===== config.mk =====
export PLATFORM = sky130hd
export DESIGN_NAME = divisor_param
export DESIGN_NICKNAME = d
export VERILOG_FILES = /design/src/rtl/divisor_param.sv
export SDC_FILE = /design/constraint.sdc
export NUM_CORES = 1
export LEC_CHECK = 0
export ABC_CLOCK_PERIOD_IN_PS = 7550
export CAP_MARGIN = 25
export CORE_MARGIN = 2
export CORE_UTILIZATION = 45
export CTS_CLUSTER_SIZE = 40
export DETAILED_ROUTE_END_ITERATION = 6
export PLACE_DENSITY = 0.73
export REMOVE_ABC_BUFFERS = 1
export SKIP_CTS_REPAIR_TIMING = 1
export SLEW_MARGIN = 20
export SYNTH_ARGS = -nofsm -noshare
export SYNTH_HDL_FRONTEND = slang
export SYNTH_SLANG_ARGS = --single-unit

===== constraint.sdc =====
create_clock -name clk -period 7.55 [get_ports clk]
set_clock_uncertainty 0.05 [all_clocks]
set_input_delay 1.1325 -clock clk [delete_from_list [all_inputs] [get_ports clk]]
set_output_delay 1.1325 -clock clk [all_outputs]
set_load 0.005 [all_outputs]

===== src/rtl/divisor_param.sv =====
// divisor_param: multi-cycle restoring divider, one quotient bit per clock.
// Unsigned or two's-complement per operation; flags divide-by-zero and overflow.
module divisor_param #(
    parameter int WIDTH     = 8,
    parameter bit SIGNED_EN = 1'b1
) (
    input  logic             clk,
    input  logic             rst,
    input  logic             start,
    input  logic             signed_mode,
    input  logic [WIDTH-1:0] A,
    input  logic [WIDTH-1:0] B,
    output logic [WIDTH-1:0] Q,
    output logic [WIDTH-1:0] R,
    output logic             done,
    output logic             busy,
    output logic             div_zero,
    output logic             ovf
);

    localparam int CW = $clog2(WIDTH + 1);

    typedef enum logic [1:0] {
        IDLE,
        CALC,
        FIX,
        DONE
    } state_t;

    state_t           state;
    logic [WIDTH-1:0] quo;
    logic [WIDTH-1:0] dvs;
    logic [WIDTH-1:0] rem;
    logic [WIDTH-1:0] a_raw;
    logic [CW-1:0]    cnt;
    logic             neg_q;
    logic             neg_r;
    logic             zero_f;
    logic             ovf_f;

    logic             sm;
    logic [WIDTH-1:0] a_abs;
    logic [WIDTH-1:0] b_abs;
    logic [WIDTH-1:0] min_v;
    logic [WIDTH:0]   trial;

    // Operand magnitudes and the trial subtraction for the current step
    always_comb begin
        sm    = SIGNED_EN && signed_mode;
        a_abs = (sm && A[WIDTH-1]) ? -A : A;
        b_abs = (sm && B[WIDTH-1]) ? -B : B;
        min_v = {1'b1, {(WIDTH-1){1'b0}}};
        trial = {rem, quo[WIDTH-1]} - {1'b0, dvs};
    end

    // Control FSM plus datapath; results and flags are only written in FIX
    always_ff @(posedge clk or posedge rst) begin
        if (rst) begin
            state    <= IDLE;
            quo      <= '0;
            dvs      <= '0;
            rem      <= '0;
            a_raw    <= '0;
            cnt      <= '0;
            neg_q    <= 1'b0;
            neg_r    <= 1'b0;
            zero_f   <= 1'b0;
            ovf_f    <= 1'b0;
            Q        <= '0;
            R        <= '0;
            done     <= 1'b0;
            busy     <= 1'b0;
            div_zero <= 1'b0;
            ovf      <= 1'b0;
        end else begin
            unique case (state)
                IDLE, DONE: begin
                    done <= 1'b0;
                    if (start) begin
                        quo    <= a_abs;
                        dvs    <= b_abs;
                        rem    <= '0;
                        a_raw  <= A;
                        neg_q  <= sm && (A[WIDTH-1] ^ B[WIDTH-1]);
                        neg_r  <= sm && A[WIDTH-1];
                        zero_f <= (B == '0);
                        ovf_f  <= sm && (A == min_v) && (B == '1);
                        cnt    <= CW'(WIDTH);
                        busy   <= 1'b1;
                        state  <= CALC;
                    end else begin
                        state <= IDLE;
                    end
                end
                CALC: begin
                    if (!trial[WIDTH]) begin
                        rem <= trial[WIDTH-1:0];
                    end else begin
                        rem <= {rem[WIDTH-2:0], quo[WIDTH-1]};
                    end
                    quo <= {quo[WIDTH-2:0], ~trial[WIDTH]};
                    cnt <= cnt - CW'(1);
                    if (cnt == CW'(1)) begin
                        state <= FIX;
                    end
                end
                FIX: begin
                    if (zero_f) begin
                        Q        <= '1;
                        R        <= a_raw;
                        div_zero <= 1'b1;
                        ovf      <= 1'b0;
                    end else if (ovf_f) begin
                        Q        <= min_v;
                        R        <= '0;
                        div_zero <= 1'b0;
                        ovf      <= 1'b1;
                    end else begin
                        Q        <= neg_q ? -quo : quo;
                        R        <= neg_r ? -rem : rem;
                        div_zero <= 1'b0;
                        ovf      <= 1'b0;
                    end
                    busy  <= 1'b0;
                    done  <= 1'b1;
                    state <= DONE;
                end
                default: begin
                    state <= IDLE;
                end
            endcase
        end
    end

endmodule

==> impl_results.rst <==
.. list-table::
   :header-rows: 1

   * - Metric
     - Value
   * - Run status
     - finished, final reports clean
   * - Detail Route Antenna Nets
     - 0
   * - Starting density of the core
     - between 40 and 50%
   * - Fraction of registers with async set or reset after synthesis
     - 100%
   * - Share of the clock period used by the worst path
     - about 41%
   * - Final hold vios
     - 0
   * - Synth warnings
     - 0
   * - Overflow after GRT
     - 0
   * - First-pass GRT wire length
     - approximately 13000 µm
   * - Buffers from clock root to sink, at most
     - 2
   * - Vias in the first global route
     - ~2800
   * - Top fanout value on the critical path
     - 11
   * - Most common library cell in the layout ignoring fill and taps
     - dfrtp_1
   * - Synth Area in Adders
     - under 10%
   * - Setup_tns
     - 0 ps
   * - Main combinational cell family by area after synthesis
     - compound AO/OA/AOI/OAI gates
   * - Initial antenna violation count
     - 0
   * - Global router's overall resource usage
     - roughly 19%
   * - Kind of start point of the critical path
     - flip-flop
   * - HPWL Detailed
     - between 5000 and 6000 µm
   * - Area of the mapped netlist
     - 3620 µm²
   * - Ys flop type
     - dfrtp_1
   * - Input/output buffers
     - 39
   * - Pin count of the biggest net entering global routing
     - 63
   * - Post-synthesis cell type count
     - between 40 and 50
   * - Final layout net count
     - 480
   * - DRC violations left
     - 0
   * - Root buf cell
     - clkbuf_8
   * - Drt pass-1 iters
     - 5
   * - Area growth syn-to-layout
     - 17.6%
   * - Top-Level Pins
     - 40
   * - Parity-gate share of the synthesized area counting xor and xnor cells
     - 6.06%
   * - Number of sinks on the clock net
     - slightly above 60
   * - Slew Viols, Final
     - 0
   * - Layout cell share with drive strength beyond 1
     - just under 7%
   * - Die H
     - between 90 and 100 µm
   * - Total CTS buffers
     - 9
   * - Synth Area in Compound Gates
     - a little under a fifth
   * - Share of the yosys chip area belonging to registers
     - 42.9%
   * - Clock-pin slew on the worst setup and hold paths
     - approximately 70 ps
   * - Achievable Freq
     - around 330 MHz
   * - Die W
     - ~94 µm
   * - Clock latency reported for the late side of the worst-skew pair
     - between 300 and 400 ps
   * - CTS H-tree lvls
     - 3
   * - Number of antenna repair diodes
     - 0
   * - Mean routed wirelength per cell
     - 14.6 µm
   * - Classification of the worst-slack hold path
     - flip-flop to flip-flop
   * - Commonest cells after routing, fill and taps aside
     - dfrtp_1, nand2_1, o21ai_0
   * - Power density cells
     - between 400 and 500 nW/µm²
   * - Finished Layout Cells
     - between 500 and 600
   * - Power Total
     - around 1900 µW
   * - Data required time at the worst endpoint
     - roughly 7800 ps
   * - Final setup vio count
     - 0
   * - TritonCTS clock tree
     - built
   * - Static power due to leakage
     - 0.00188 µW
   * - WL final
     - ~8000 µm
   * - Number of DRC violations after detailed-routing iteration 0
     - just under 200
   * - DR vias
     - approximately 3000
   * - Die Footprint
     - 8770 µm²
   * - Avg Inst Size Synth
     - between 8 and 9 µm²
   * - Number of max-cap violations
     - 0
   * - Setup repair after global routing missed its margin
     - false
   * - Floorplan row count
     - 32
   * - Post-synthesis instance total
     - roughly 410
   * - Vias per cell
     - about 5.5
   * - Max rail drop VDD
     - roughly 210 µV
   * - Type of element capturing the critical path
     - flip-flop
   * - Flip-flop and latch count after synthesis
     - 62
   * - Core ar.
     - 7770 µm²
   * - Shortest clock period the worst path allows after layout
     - 3060 ps
   * - Actual slew at the worst max-slew pin
     - between 900 and 1000 ps
   * - RePlAce Congestion
     - between 0.8 and 0.9
   * - Post-synth EDFFs
     - 0
   * - # fillers
     - between 700 and 800
   * - Share of cell area taken by muxes after synthesis
     - ~5%
   * - Arrival time reported for the critical path endpoint
     - about 3300 ps
   * - Worst relative slew slack
     - 36.6%
   * - Kind of critical path
     - flip-flop to flip-flop
   * - Simple-gate share of the synthesized area
     - 15.4%
   * - Placed Cells incl. Taps
     - about 530
[report_power, final]
group          switching [µW]  total [µW]  leakage [µW]  internal, µW
Combinational             547        1010       0.00102           466
Clock                     131         249     0.0000820           118
Sequential                127         607      0.000783           479
[cell type report]
class | instances | area [µm²] | share of cell area (%)
Clock inverter | 6 | 38.8 | 0.912
Sequential cell | 62 | 1550 | 36.5
Inverter | 28 | 105 | 2.47
Multi-Input combinational cell | 298 | 1890 | 44.4
Tap cell | 102 | 128 | 3.00
Clock buffer | 10 | 128 | 3.00
Timing Repair Buffer | 42 | 413 | 9.71
[worst paths after layout]
kind | startpoint | endpoint | slack, ps | cells past startpoint
min in group asynchronous | rst | R[5]$_DFFE_PP0P_ | 1280 | 3
setup reg to reg | quo[7]$_DFFE_PP0P_ | rem[1]$_DFFE_PP0P_ | 4490 | 9
setup / recovery | quo[7]$_DFFE_PP0P_ | rem[1]$_DFFE_PP0P_ | 4490 | 9
hold / removal | dvs[6]$_DFFE_PP0P_ | dvs[6]$_DFFE_PP0P_ | 430 | 2
hold reg to reg | dvs[6]$_DFFE_PP0P_ | dvs[6]$_DFFE_PP0P_ | 430 | 2
max in group asynchronous | rst | dvs[5]$_DFFE_PP0P_ | 5640 | 3
[stage by stage]
step                utilization, %  cell area (µm²)  hold slack, ps  setup WS, ps
floorplan                        -             3540             393          4830
global placement              52.6             4090             410          4500
detailed placement            52.6             4090             424          4480
CTS                           54.7             4250             439          4490
global route                  54.8             4250             457          4300
finish                        54.8             4250             431          4490
[kinds of logic (layout without fill, tap and decap cells)]
family / count (synthesis) / count (layout)
xor gates and xnor gates: 25 / 25
adders and majority gates: 19 / 19
muxes: 17 / 17
AOI/OAI and AO/OA: 115 / 115
and+or+nand+nor: 122 / 122
DFF: 62 / 62
buffers and inverters: 45 / 86
[sequential cells by signal (all words and copies together) (netlist names)]
signal / count
Q: 8
R: 8
a_raw: 8
dvs: 8
quo: 8
rem: 8
cnt: 4
state: 2
busy: 1
div_zero: 1
done: 1
neg_q: 1
neg_r: 1
ovf: 1
ovf_f: 1
zero_f: 1
[routing by layer]
layer / global-route usage, % / up-vias / wire length, µm
met2: 29.9 / 82 / 3620
li1: - / 1484 / -
met1: 27.2 / 1411 / 3930
met3: 4.27 / 16 / 329
met5: 0 / - / 0
met4: 7.00 / 0 / 133
[worst max-delay path, cell delays in order (launching register included)]
cell and delay (ps):
dfrtp_1 410, inv_1 90, ha_1 180, fa_1 260
nor2b_4 50, o31a_1 280, o311a_1 350, a211oi_2 750
mux2_2 410, o21ai_0 130
[cell usage after synthesis, types with 2 or more instances]
cell | count | share of area, %
dfrtp_1 | 62 | 43
nand2_1 | 51 | 5.3
o21ai_0 | 43 | 6.0
a21oi_1 | 34 | 4.7
nor2_1 | 28 | 2.9
inv_1 | 27 | 2.8
ha_1 | 18 | 6.2
clkbuf_1 | 16 | 1.7
xnor2_1 | 14 | 3.4
xor2_1 | 11 | 2.7
mux2_2 | 8 | 2.5
mux2i_1 | 8 | 2.2
nand3_1 | 8 | 1.1
nor3_1 | 8 | 1.1
and3_1 | 6 | 1.0
nand2b_1 | 6 | 1.0
o21ai_1 | 6 | 0.83
o31ai_1 | 6 | 1.2
o22a_1 | 4 | 0.97
a21o_1 | 3 | 0.62
o41ai_1 | 3 | 0.73
or3_1 | 3 | 0.52
a2bb2oi_1 | 2 | 0.48
nand4_1 | 2 | 0.35
nor2b_1 | 2 | 0.35
nor4_1 | 2 | 0.35
or4_1 | 2 | 0.42
(Power assumes the default switching activity.)
